==> src/rtl/mem_rmw_responder.sv <==
// CPU-side load/store responder in front of a word-wide memory (Memoria).
// Sub-word stores are done as read-modify-write; misaligned or illegal requests complete with an error.
module mem_rmw_responder #(
    parameter int READ_LAT = 1
) (
    input  logic        clk,
    input  logic        reset,
    input  logic        req_valid,
    output logic        req_ready,
    input  logic        req_write,
    input  logic [1:0]  req_size,
    input  logic [31:0] req_addr,
    input  logic [31:0] req_wdata,
    output logic        resp_valid,
    output logic        resp_err,
    output logic [31:0] resp_rdata,
    output logic [31:0] mem_addr,
    output logic        mem_wr,
    output logic [31:0] mem_wdata,
    input  logic [31:0] mem_rdata
);

    localparam logic [1:0] SIZE_WORD = 2'b00;
    localparam logic [1:0] SIZE_HALF = 2'b01;
    localparam logic [1:0] SIZE_BYTE = 2'b10;
    localparam logic [1:0] LAST_CNT  = 2'(READ_LAT - 1);

    typedef enum logic [1:0] {
        IDLE,
        READ,
        WRITE,
        RESP
    } state_t;

    state_t      state;
    state_t      next_state;

    logic        lat_write;
    logic [1:0]  lat_size;
    logic [1:0]  lat_lane;
    logic [31:0] lat_wdata;
    logic        lat_err;
    logic [1:0]  rd_cnt;

    logic        accept;
    logic        req_err;
    logic        read_done;
    logic [31:0] lane_data;
    logic [31:0] merged_word;

    assign accept    = req_valid && (state == IDLE);
    assign read_done = (state == READ) && (rd_cnt == LAST_CNT);

    always_comb begin
        req_err = 1'b0;
        case (req_size)
            SIZE_WORD: req_err = (req_addr[1:0] != 2'b00);
            SIZE_HALF: req_err = req_addr[0];
            SIZE_BYTE: req_err = 1'b0;
            default:   req_err = 1'b1;
        endcase
    end

    // Lane extraction for loads and lane insertion for sub-word stores, both from the word on mem_rdata.
    always_comb begin
        lane_data   = mem_rdata;
        merged_word = mem_rdata;
        case (lat_size)
            SIZE_HALF: begin
                lane_data = {16'h0000, mem_rdata[{lat_lane[1], 4'b0000} +: 16]};
                merged_word[{lat_lane[1], 4'b0000} +: 16] = lat_wdata[15:0];
            end
            SIZE_BYTE: begin
                lane_data = {24'h000000, mem_rdata[{lat_lane, 3'b000} +: 8]};
                merged_word[{lat_lane, 3'b000} +: 8] = lat_wdata[7:0];
            end
            default: begin
                lane_data   = mem_rdata;
                merged_word = mem_rdata;
            end
        endcase
    end

    always_ff @(posedge clk or negedge reset) begin
        if (!reset) begin
            state <= IDLE;
        end else begin
            state <= next_state;
        end
    end

    always_comb begin
        next_state = state;
        req_ready  = 1'b0;
        resp_valid = 1'b0;
        resp_err   = 1'b0;
        mem_wr     = 1'b0;
        case (state)
            IDLE: begin
                req_ready = 1'b1;
                if (req_valid) begin
                    if (req_err) begin
                        next_state = RESP;
                    end else if (req_write && (req_size == SIZE_WORD)) begin
                        next_state = WRITE;
                    end else begin
                        next_state = READ;
                    end
                end
            end
            READ: begin
                if (rd_cnt == LAST_CNT) begin
                    next_state = lat_write ? WRITE : RESP;
                end
            end
            WRITE: begin
                mem_wr     = 1'b1;
                next_state = RESP;
            end
            RESP: begin
                resp_valid = 1'b1;
                resp_err   = lat_err;
                next_state = IDLE;
            end
            default: next_state = IDLE;
        endcase
    end

    // Word stores load mem_wdata at accept; sub-word stores load it when the read word arrives.
    always_ff @(posedge clk or negedge reset) begin
        if (!reset) begin
            lat_write  <= 1'b0;
            lat_size   <= 2'b00;
            lat_lane   <= 2'b00;
            lat_wdata  <= 32'h0;
            lat_err    <= 1'b0;
            rd_cnt     <= 2'b00;
            resp_rdata <= 32'h0;
            mem_addr   <= 32'h0;
            mem_wdata  <= 32'h0;
        end else begin
            if (accept) begin
                lat_write <= req_write;
                lat_size  <= req_size;
                lat_lane  <= req_addr[1:0];
                lat_wdata <= req_wdata;
                lat_err   <= req_err;
                rd_cnt    <= 2'b00;
                mem_addr  <= {req_addr[31:2], 2'b00};
                if (req_write && (req_size == SIZE_WORD) && !req_err) begin
                    mem_wdata <= req_wdata;
                end
            end
            if (state == READ) begin
                rd_cnt <= rd_cnt + 2'd1;
            end
            if (read_done) begin
                if (lat_write) begin
                    mem_wdata <= merged_word;
                end else begin
                    resp_rdata <= lane_data;
                end
            end
        end
    end

endmodule

==> config.mk <==
export PLATFORM = sky130hd
export DESIGN_NAME = mem_rmw_responder
export DESIGN_NICKNAME = d
export VERILOG_FILES = /design/src/rtl/mem_rmw_responder.sv
export SDC_FILE = /design/constraint.sdc
export NUM_CORES = 1
export LEC_CHECK = 0
export BUFFER_PORTS_ARGS = -buffer_cell sky130_fd_sc_hd__clkbuf_2
export CORE_ASPECT_RATIO = 0.5
export CORE_MARGIN = 4
export CORE_UTILIZATION = 45
export DETAILED_ROUTE_END_ITERATION = 7
export PLACE_DENSITY = 0.79
export SYNTH_ARGS = -nofsm -noshare
export SYNTH_HDL_FRONTEND = slang
export SYNTH_SLANG_ARGS = --single-unit
==> constraint.sdc <==
create_clock -name clk -period 4.25 [get_ports clk]
set_input_delay 0.2125 -clock clk [delete_from_list [all_inputs] [get_ports clk]]
set_output_delay 0.2125 -clock clk [all_outputs]
set_load 0.05 [all_outputs]
======== After elaboration in Yosys (flattened, before gate mapping) ========
Index checks and enable logic that the tools add are counted.
storage, ports and cells
  memories ................................ 0
  bits in read-only memories .............. 0
  latch bits .............................. 0
  bits of input ports ..................... 102
  output and inout bits ................... 100
  word-level logic and storage cells ...... 62
  register bits ........................... 120
  RAM bits ................................ 0
cells by class
  $lt $le $gt $ge ......................... 0
  add/sub/neg operators ................... 3
  div/mod/pow operators ................... 0
  eq/ne operators ......................... 9
  bitwise gates (word level) .............. 1
  shifts and indexed selects .............. 6
  $mul .................................... 0
  reduce and logical (&&, ||, !) cells .... 12
  muxes and demuxes ....................... 21
operators by type and width
  cell                                                                     number
  32-bit two-way mux                                                       4
  32-bit one-hot mux with 2 select lines                                   2
  32-bit bitwise mux                                                       2
  16-bit by 7-bit variable shift with 32-bit output, first input constant  1
  8-bit by 7-bit variable shift with 32-bit output, first input constant   1
  16-bit by 7-bit indexed part select with 32-bit output                   1
  32-bit by 6-bit indexed part select with 16-bit output                   1
  32-bit by 6-bit indexed part select with 8-bit output                    1
  8-bit by 7-bit indexed part select with 32-bit output                    1
  5-bit negation with 7-bit output                                         2
  2-bit two-way mux                                                        6
  2-bit equality test, second input constant                               4
  2-bit one-hot mux with 4 select lines                                    1
  2-bit by 1-bit equality test with 1-bit output, second input constant    3
  2-bit zero test                                                          3
  1-bit two-way mux                                                        5
  1-bit logical AND                                                        4
  2-bit AND reduction                                                      2
  2-bit nonzero test                                                       2
  1-bit one-hot mux with 3 select lines                                    1
  2-bit by 1-bit adder with 2-bit output, second input constant            1
  2-bit by 1-bit inequality test with 1-bit output, second input constant  1
  2-bit inequality test, second input constant                             1
  1-bit zero test                                                          1
  1-bit NOT                                                                1

======== Depth between registers and ports, before layout ========
Gate-level depths: netlist of run 1.
  word-level depth ........................ 8
  gate-level depth with buffers ........... 9
  depth with buffers taken out ............ 6

======== Worst setup path after synthesis of run 1 ========
OpenSTA, ideal clock, no wires.
  path type ............................... reg-to-reg
  start ................................... register state[0]
  end ..................................... register lat_wdata[0]
  buffers on the path ..................... 3
  data arrival time ....................... 1.979 ns
  setup time .............................. 0.125 ns
  data required time ...................... 4.125 ns
  period minus slack after synthesis ...... 2.104 ns
  cell stages (with the launch flop) ...... 8
  setup slack ............................. 2.146 ns
  cells stage by stage .................... dfrtp_1 -> inv_1 -> ha_1 -> and2_1 -> buf_4 -> buf_4 -> buf_4 -> mux2_2
on the way
  longest elaborated chain between the ends .. 2
RTL lines
  item                    line  text
  start, declared         35    state_t state;
  start signal, assigned  88    state <= next_state;
  2-bit zero test         51    assign accept = req_valid && (state == IDLE);
  1-bit logical AND       51
  end signal, assigned    146   lat_wdata <= req_wdata;
  end, declared           41    logic [31:0] lat_wdata;
Every way passes these cells.
A chain may end at the register's enable or synchronous reset.

======== Worst setup path after layout of run 1 ========
  start ................................... register lat_size[0]
  end ..................................... register mem_wdata[23]
on the way
  longest elaborated chain between the ends .. 4
  elaborated cells on any way between the ends .. 5
  classes of those cells .................. eq/ne: 2; mux: 3
RTL lines
  item                                                                                   line  text
  start, declared                                                                        39    logic [1:0] lat_size;
  start signal, assigned                                                                 144   lat_size <= req_size;
  2-bit equality test or 2-bit by 1-bit equality test with 1-bit output (tied branches)  68    case (lat_size)
  32-bit one-hot mux with 2 select lines *                                               68
  32-bit two-way mux *                                                                   158   if (lat_write) begin
  32-bit two-way mux *                                                                   157   if (read_done) begin
  end signal, assigned                                                                   151   mem_wdata <= req_wdata;
  end signal, assigned                                                                   159   mem_wdata <= merged_word;
  end, declared                                                                          19    output logic [31:0] mem_wdata,
Every way passes the cells marked *; elsewhere a longest branch is shown, timed or not.

==> flow_summary.json, run 1 <==
{
  "cts_hold_buf": 1,
  "cts_tree": "yes",
  "p_int_mw": 3.86,
  "ios": 202,
  "grt_pass1_vias": 5179,
  "die_w_um": 171,
  "grt_pass1_wl_um": 26900,
  "synth_edf_count": 0,
  "syn_area_um2": 5990,
  "design.die.area_um2": 15300,
  "clockRootBuffer": "clkbuf_16",
  "placed_cell_area_um2": 7010,
  "layout_common_cells": "198 x clkbuf_2, 120 x dfrtp_1, 87 x nand2_1",
  "clkPwrFrac": 0.201,
  "post_drt_wl_per_cell_um": 19.1,
  "setup_tns_ns": 0,
  "initial_utilization": 0.466,
  "die_h_um": 89.6,
  "worst_ir_drop_vdd_mv": 0.434,
  "path_clk_slew_ns": 0.05,
  "drt_iter0_drc": 354,
  "clock_tree.buffer_depth": 2,
  "grt_overflow": 0,
  "hpwlAfterDp_um": 12500,
  "yosysSeqAreaShare": 0.501,
  "place.gp.congestion": 0.857,
  "core_area_um2": 12800,
  "critPathMaxFanout": 34,
  "via_per_inst": 5.66,
  "firstDrtPassIters": 5,
  "fp-row-count": 29,
  "h-tree-depth": 4,
  "clock.fmax_mhz": 365,
  "rsz0062_at_grt": "no",
  "synth_top_area_share": 0.501,
  "synth_cell_types": 45,
  "critPathKind": "register to register",
  "synth.largest_area_cell": "dfrtp_1",
  "yosys_most_used_dff": "dfrtp_1",
  "synth_warnings": 0,
  "post_cts_buffers": 0,
  "synthCells": 555,
  "ant_nets": 0,
  "grt_usage": 0.226,
  "slew_headroom": 0.234,
  "p_leak_nw": 3.76,
  "netSwitchingFraction": 0.495,
  "worstMarginPinSlew_ns": 1.15,
  "area_growth_pct": 27.6,
  "clk_latency_ns": 0.41,
  "avgSynthCellArea_um2": 10.8,
  "numClockSinks": 120,
  "portBuffers": 199,
  "worstSetupEndpointType": "register",
  "outcome": "completed",
  "grt_max_degree": 58,
  "finalSetupViolCount": 0,
  "synthTopCellsByArea": "dfrtp_1 50%, mux2_2 9.2%, nand2_1 5.5%, mux2i_1 5.3%, a22oi_1 4.0%",
  "powerDensity_nw_per_um2": 999,
  "nets": 854,
  "fin_crit_sh": 0.644,
  "vias": 5214,
  "ctsResizeCount": 0,
  "diodes": 0,
  "n_fill_cell": 1079,
  "ys_ff_latch": 120,
  "design_area_um2": 7640,
  "maxSlewViolCount": 0,
  "drc_errors": 0,
  "synthArstFlopShare": 1.00,
  "pwr-share-comb": 0.524,
  "antenna_found_initial": 0,
  "skew_ns": 0.0105,
  "arrival_ns": 2.97,
  "fin_crit_ns": 2.74,
  "postRouteWirelength_um": 17500,
  "cts_made_buffers": 17,
  "drive_gt1_frac": 0.393,
  "layout_commonest_cell": "clkbuf_2",
  "switchingPower_mw": 3.78,
  "drv_cap": 0,
  "finalHoldViolCount": 0,
  "hold_class": "input pin to register",
  "crit_required_ns": 4.48,
  "worstSetupStartpointType": "register",
  "seq_power_share": 0.275
}
## cells by family (layout without fill, tap and decap cells)
| logic type | after synthesis | in the layout | share of synthesized area |
|---|---|---|---|
| buffers and inverters | 54 | 249 | 0.0491 |
| AND/OR/NAND/NOR | 129 | 129 | 0.101 |
| adder cells (fa/ha/maj) | 12 | 12 | 0.0251 |
| other | 1 | 2 | 0.000626 |
| multiplexers | 81 | 81 | 0.146 |
| flip-flops | 120 | 120 | 0.501 |
| AO/OA/AOI/OAI | 158 | 158 | 0.177 |
## flip-flops by register name (all words and copies together), names as in the netlist
signal / count
mem_wdata: 32
resp_rdata: 32
mem_addr: 30
lat_wdata: 16
lat_lane: 2
lat_size: 2
rd_cnt: 2
state: 2
lat_err: 1
lat_write: 1
## critical path: stages, from the launching register on
cell and delay, ns:
dfrtp_1 0.35, inv_1 0.07, ha_1 1.05, nor3b_1 0.19, a32o_2 0.40, a221oi_1 0.42
a31oi_1 0.08
## final cells by class
cell class	instances	area [um2]	area share
Timing Repair Buffer	206	1050	0.138
Sequential cell	120	3000	0.393
Inverter	13	48.8	0.00639
Clock buffer	22	474	0.0621
Tap cell	170	213	0.0278
Multi-Input combinational cell	382	2700	0.354
Clock inverter	8	145	0.0190
## per-layer routing
layer / up-vias / GRT usage / routed length [um]
li1: 2396 / - / -
met1: 2557 / 0.288 / 7370
met2: 224 / 0.380 / 8450
met3: 37 / 0.0547 / 1330
met4: 0 / 0.0920 / 405
met5: - / 0 / 0
## metrics by stage
stage / worst slack, ns / instances / utilization / hold slack [ns] / total power, mW
4_1_cts: 1.53 / 921 / 0.595 / 0.0231 / 7.65
3_3_place_gp: 1.69 / 890 / 0.546 / 0.115 / 6.01
5_1_grt: 1.32 / 921 / 0.595 / 0.0249 / 8.03
2_1_floorplan: 2.15 / 556 / - / -0.0831 / 5.14
3_5_place_dp: 1.53 / 890 / 0.546 / 0.121 / 6.10
6_report: 1.51 / 921 / 0.595 / 0.0323 / 7.64
## path summary, 6_finish.rpt
check / startpoint / to / slack [ns] / depth (start not counted)
max in group asynchronous: reset / lat_wdata[12]$_DFFE_PN0P_ / 3.05 / 3
min reg2reg: resp_rdata[23]$_DFFE_PN0P_ / resp_rdata[23]$_DFFE_PN0P_ / 0.48 / 2
max: lat_size[0]$_DFFE_PN0P_ / mem_wdata[23]$_DFF_PN0_ / 1.51 / 6
max reg2reg: lat_size[0]$_DFFE_PN0P_ / mem_wdata[23]$_DFF_PN0_ / 1.51 / 6
min: req_addr[25] / mem_addr[25]$_DFFE_PN0P_ / 0.03 / 2
min in group asynchronous: reset / mem_addr[7]$_DFFE_PN0P_ / 0.23 / 2
## power groups by stage
| stage | sequential, mW | clock [mW] | combinational [mW] |
|---|---|---|---|
| 3_5_place_dp | 2.10 | 0 | 4.01 |
| 4_1_cts | 2.09 | 1.54 | 4.02 |
| 5_1_grt | 2.16 | 1.60 | 4.27 |
| 6_report | 2.10 | 1.53 | 4.00 |
| 2_1_floorplan | 3.47 | 0 | 1.67 |
| 3_3_place_gp | 2.09 | 0 | 3.92 |
## synthesized netlist by cell type, drive strengths merged, types with 2 or more instances
cell type / count
a22oi: 32
dfrtp: 120
nand2: 88
a21oi: 21
clkbuf: 11
buf: 30
and2: 2
nor3b: 2
inv: 13
o21ai: 40
a31oi: 24
a221oi: 24
mux2: 49
mux2i: 32
nand2b: 4
ha: 12
nor2b: 3
nor3: 2
o31ai: 2
a22o: 8
nor2: 20
Note: power is estimated with default switching activity, not from simulation.
==> inputs of run 2 (changes only) <==
PLACE_DENSITY = 0.81   (was 0.79)
clock period = 2.4 ns   (was 4.25 ns; I/O delays follow)
==> flow_summary.json, run 2 (synthesized netlist as in run 1, its figures left out) <==
{
  "hold-path-cell-count": 3,
  "post_drt_wl_per_cell_um": 19.3,
  "drv_cap": 0,
  "postRouteWirelength_um": 19200,
  "design.die.area_um2": 15300,
  "design_area_um2": 8350,
  "vias": 5731,
  "post-place-ws_ns": 0.191,
  "hpwlAfterDp_um": 13100,
  "grt_usage": 0.251,
  "grt_pass1_wl_um": 29800,
  "powerDensity_nw_per_um2": 1610,
  "place.gp.congestion": 0.918,
  "firstDrtPassIters": 6,
  "fin_crit_sh": 0.930,
  "via_per_inst": 5.75,
  "path_clk_slew_ns": 0.05,
  "drt_iter0_drc": 452,
  "outcome": "completed",
  "worst_ir_drop_vdd_mv": 0.698,
  "area_growth_pct": 39.5,
  "grt_overflow": 0,
  "drive_gt1_frac": 0.367,
  "slew_headroom": 0.410,
  "initial_utilization": 0.466,
  "worstSetupEndpointType": "register",
  "skew_ns": 0.00772,
  "placed_cell_area_um2": 7120,
  "path_common_cell": "buf_4",
  "cts_tree": "yes",
  "r2r_slack_ns": 0.17,
  "grt_use_met1": 0.307,
  "rsz0062_at_grt": "no",
  "core_area_um2": 12800,
  "clock_tree.buffer_depth": 2,
  "ant_nets": 0,
  "n_fill_cell": 947,
  "die_w_um": 171,
  "portBuffers": 199,
  "clk_latency_ns": 0.41,
  "clock.fmax_mhz": 448,
  "arrival_ns": 2.54,
  "critPathMaxFanout": 24,
  "nets": 932,
  "crit_required_ns": 2.70,
  "reg2reg_depth": 8,
  "grt_pass1_vias": 5680,
  "h-tree-depth": 4,
  "ios": 202,
  "maxSlewViolCount": 0,
  "worstSetupStartpointType": "register",
  "min-delay-start": "mem_rdata[21]",
  "fin_ws_ns": 0.168,
  "cts_made_buffers": 17,
  "p_leak_nw": 4.08,
  "min_to": "resp_rdata[21]$_DFFE_PN0P_",
  "r2r-end": "mem_wdata[1]$_DFF_PN0_",
  "fin_crit_ns": 2.23,
  "crit_chain": "inv_1, ha_1, and2_2, buf_4, and4_1, buf_4, nand2_1, a31oi_1",
  "critPathMaxStageDelay_ns": 0.39,
  "fp-row-count": 29,
  "grt_max_degree": 69,
  "rr_startpoint": "state[1]$_DFFE_PN0P_",
  "gr-usage-met3": 0.0813,
  "met2_usage": 0.418,
  "layout_common_cells": "198 x clkbuf_2, 120 x dfrtp_1, 87 x nand2_1",
  "hold_class": "input pin to register",
  "finalSetupViolCount": 0,
  "layout_commonest_cell": "clkbuf_2",
  "drc_errors": 0,
  "numClockSinks": 120,
  "finalHoldViolCount": 0,
  "crit_slowest_cell": "dfrtp_1",
  "busiest_layer": "met2",
  "die_h_um": 89.6,
  "critPathKind": "register to register",
  "setup_tns_ns": 0,
  "largestRegisters": "mem_wdata: 32 flops, resp_rdata: 32 flops, mem_addr: 30 flops",
  "antenna_found_initial": 0,
  "worstMarginPinSlew_ns": 0.879,
  "clockRootBuffer": "clkbuf_16"
}
[run 2: critical path: cells and delay by family, from the launching register on]
kind	cells	cell delay [ns]
buffers and inverters	3	0.63
AOI/OAI and AO/OA	1	0.25
adders and majority gates	1	0.29
DFF	1	0.39
and+or+nand+nor	3	0.55
[run 2: power breakdown]
| part | switching, mW | internal (mW) |
|---|---|---|
| sequential | 0.743 | 3.01 |
| combinational | 5.19 | 2.16 |
| clock | 0.853 | 1.45 |
| total | 6.79 | 6.62 |
[run 2: final cells by class]
class | count | area, um2 | share of cell area
Antenna cell | 1 | 2.50 | 0.000300
Clock buffer | 24 | 512 | 0.0613
Clock inverter | 3 | 17.5 | 0.00210
Inverter | 13 | 48.8 | 0.00584
Multi-Input combinational cell | 382 | 2710 | 0.324
Sequential cell | 120 | 3000 | 0.359
Tap cell | 170 | 213 | 0.0255
Timing Repair Buffer | 284 | 1850 | 0.221
[run 2: worst max path at each step]
| stage | endpoint | slack [ns] | cells past startpoint | from |
|---|---|---|---|---|
| final | mem_wdata[1]$_DFF_PN0_ | 0.17 | 8 | state[1]$_DFFE_PN0P_ |
| after global routing | mem_wdata[1]$_DFF_PN0_ | 0.06 | 8 | state[1]$_DFFE_PN0P_ |
| after CTS | mem_wdata[12]$_DFF_PN0_ | 0.20 | 6 | state[1]$_DFFE_PN0P_ |
| after detailed placement | mem_wdata[12]$_DFF_PN0_ | 0.19 | 6 | state[1]$_DFFE_PN0P_ |
| after global placement | mem_wdata[10]$_DFF_PN0_ | 0.35 | 6 | state[1]$_DFFE_PN0P_ |
| after floorplan | lat_wdata[0]$_DFFE_PN0P_ | 0.30 | 7 | state[0]$_DFFE_PN0P_ |
[run 2: through the flow]
stage,utilization,cells,hold slack (ns),power [mW]
2_1_floorplan,-,556,-0.176,9.10
3_3_place_gp,0.555,900,0.0614,10.7
3_5_place_dp,0.555,900,0.0697,10.9
4_1_cts,0.649,995,0.00235,13.3
5_1_grt,0.650,996,0.00736,14.1
6_report,0.650,997,0.0136,13.4
[run 2: timing repair]
item | 4_1_cts | 5_1_grt
resized for setup | 0 | 1
hold endpoints to repair | 101 | 1
setup buffers | 0 | 0
setup endpoints to repair | 0 | 4
hold buffers | 68 | 1
[run 2: routing by layer]
layer / up-vias / part of all wire
li1: 2549 / -
met1: 2772 / 0.38
met2: 344 / 0.49
met3: 66 / 0.097
met4: 0 / 0.033
met5: - / 0
==> inputs of run 3 (changes only) <==
BUFFER_PORTS_ARGS = not set   (was -buffer_cell sky130_fd_sc_hd__clkbuf_2)
DONT_BUFFER_PORTS = 1   (was not set)
PLACE_DENSITY = 0.68   (was 0.81)
==> flow_summary.json, run 3 (synthesized netlist as in run 1, its figures left out) <==
{
  "finalHoldViolCount": 120,
  "ctsResizeCount": 0,
  "h-tree-depth": 4,
  "clkPwrFrac": 0.205,
  "die_h_um": 89.6,
  "antenna_found_initial": 0,
  "worstMarginPinSlew_ns": 0.775,
  "fp-row-count": 29,
  "drc_errors": 0,
  "crit_required_ns": 2.65,
  "crit_chain": "inv_1, ha_1, buf_4, a221o_1, a221oi_1, a31oi_1",
  "post_drt_wl_per_cell_um": 22.6,
  "path_clk_slew_ns": 0.06,
  "grt_overflow": 0,
  "place.gp.congestion": 0.853,
  "layout_common_cells": "120 x dfrtp_1, 99 x dlygate4sd3_1, 87 x nand2_1",
  "cts_made_buffers": 17,
  "post_cts_buffers": 0,
  "slew_headroom": 0.480,
  "skew_ns": 0.00862,
  "cts_hold_buf": 99,
  "setup_tns_ns": 0,
  "violations": "negative hold slack",
  "cts_tree": "yes",
  "clock.fmax_mhz": 454,
  "portBuffers": 0,
  "p_leak_nw": 3.37,
  "hold_ws_ns": -0.603,
  "grt_pass1_vias": 5009,
  "critPathMaxStageDelay_ns": 0.43,
  "crit_family": "compound AO/OA/AOI/OAI gates",
  "arrival_ns": 2.45,
  "maxSlewViolCount": 0,
  "ios": 202,
  "path_buf_inv": 2,
  "critPathKind": "register to register",
  "initial_utilization": 0.466,
  "p_int_mw": 6.25,
  "worstSetupStartpointType": "register",
  "netSwitchingFraction": 0.514,
  "clk_latency_ns": 0.42,
  "drive_gt1_frac": 0.165,
  "nets": 762,
  "rsz0062_at_grt": "no",
  "grt_pass1_wl_um": 28500,
  "firstDrtPassIters": 6,
  "diodes": 0,
  "drv_cap": 0,
  "switchingPower_mw": 6.62,
  "core_area_um2": 12800,
  "clockRootBuffer": "clkbuf_16",
  "grt_usage": 0.245,
  "clock_tree.buffer_depth": 2,
  "pwr-share-comb": 0.290,
  "dp_cells": 700,
  "numClockSinks": 120,
  "hpwlAfterDp_um": 12300,
  "r2r_slack_ns": 0.20,
  "fin_crit_sh": 0.918,
  "seq_power_share": 0.505,
  "area_growth_pct": 28.3,
  "worst_ir_drop_vdd_mv": 0.841,
  "outcome": "finished with violations",
  "via_per_inst": 6.03,
  "vias": 5008,
  "largestRegisters": "mem_wdata: 32 flops, resp_rdata: 32 flops, mem_addr: 30 flops",
  "powerDensity_nw_per_um2": 1670,
  "layout_commonest_cell": "dfrtp_1",
  "worstSetupEndpointType": "register",
  "die_w_um": 171,
  "fin_crit_ns": 2.20,
  "placed_cell_area_um2": 6080,
  "design_area_um2": 7690,
  "hold_class": "input pin to async pin",
  "grt_max_degree": 121,
  "drt_iter0_drc": 467,
  "final_cells": 831,
  "critPathMaxFanout": 27,
  "finalSetupViolCount": 0,
  "ant_nets": 0,
  "design.die.area_um2": 15300,
  "crit_slowest_cell": "ha_1",
  "postRouteWirelength_um": 18800
}
run 3: through the flow:
stage,worst slack (ns),power (mW),utilization
2_1_floorplan,0.296,9.10,-
3_3_place_gp,0.265,9.89,0.473
3_5_place_dp,0.241,10.0,0.473
4_1_cts,0.215,12.8,0.598
5_1_grt,0.0630,13.5,0.598
6_report,0.196,12.9,0.598
run 3: layer usage:
metal / wire length (um) / vias up / GRT usage
met5: 0 / - / 0
met4: 489 / 0 / 0.0927
met3: 2390 / 48 / 0.101
met2: 8650 / 297 / 0.394
met1: 7290 / 2441 / 0.302
li1: - / 2222 / -
run 3: path summary, 6_finish.rpt:
path	startpoint	endpoint	depth (start not counted)
setup / recovery	lat_size[0]$_DFFE_PN0P_	mem_wdata[18]$_DFF_PN0_	6
hold / removal	reset	mem_addr[15]$_DFFE_PN0P_	0
setup reg to reg	lat_size[0]$_DFFE_PN0P_	mem_wdata[18]$_DFF_PN0_	6
hold reg to reg	lat_err$_DFFE_PN0P_	lat_err$_DFFE_PN0P_	1
max in group asynchronous	reset	mem_wdata[26]$_DFF_PN0_	0
min in group clk	mem_rdata[18]	mem_wdata[18]$_DFF_PN0_	2
run 3: cell type report:
cell class	count	area [um2]
sequential	120	3000
multi-input combinational	382	2700
clock buffer	18	439
tap	170	213
inverter	13	48.8
fill	1036	5160
timing repair buffer	114	1100
clock inverter	14	176
run 3: power by group through the flow:
stage	clock network [mW]	logic (mW)	registers [mW]
CTS	2.68	3.66	6.49
global placement	0	3.39	6.50
floorplan	0	2.96	6.15
finish	2.64	3.73	6.50
detailed placement	0	3.49	6.52
global route	2.77	4.11	6.62
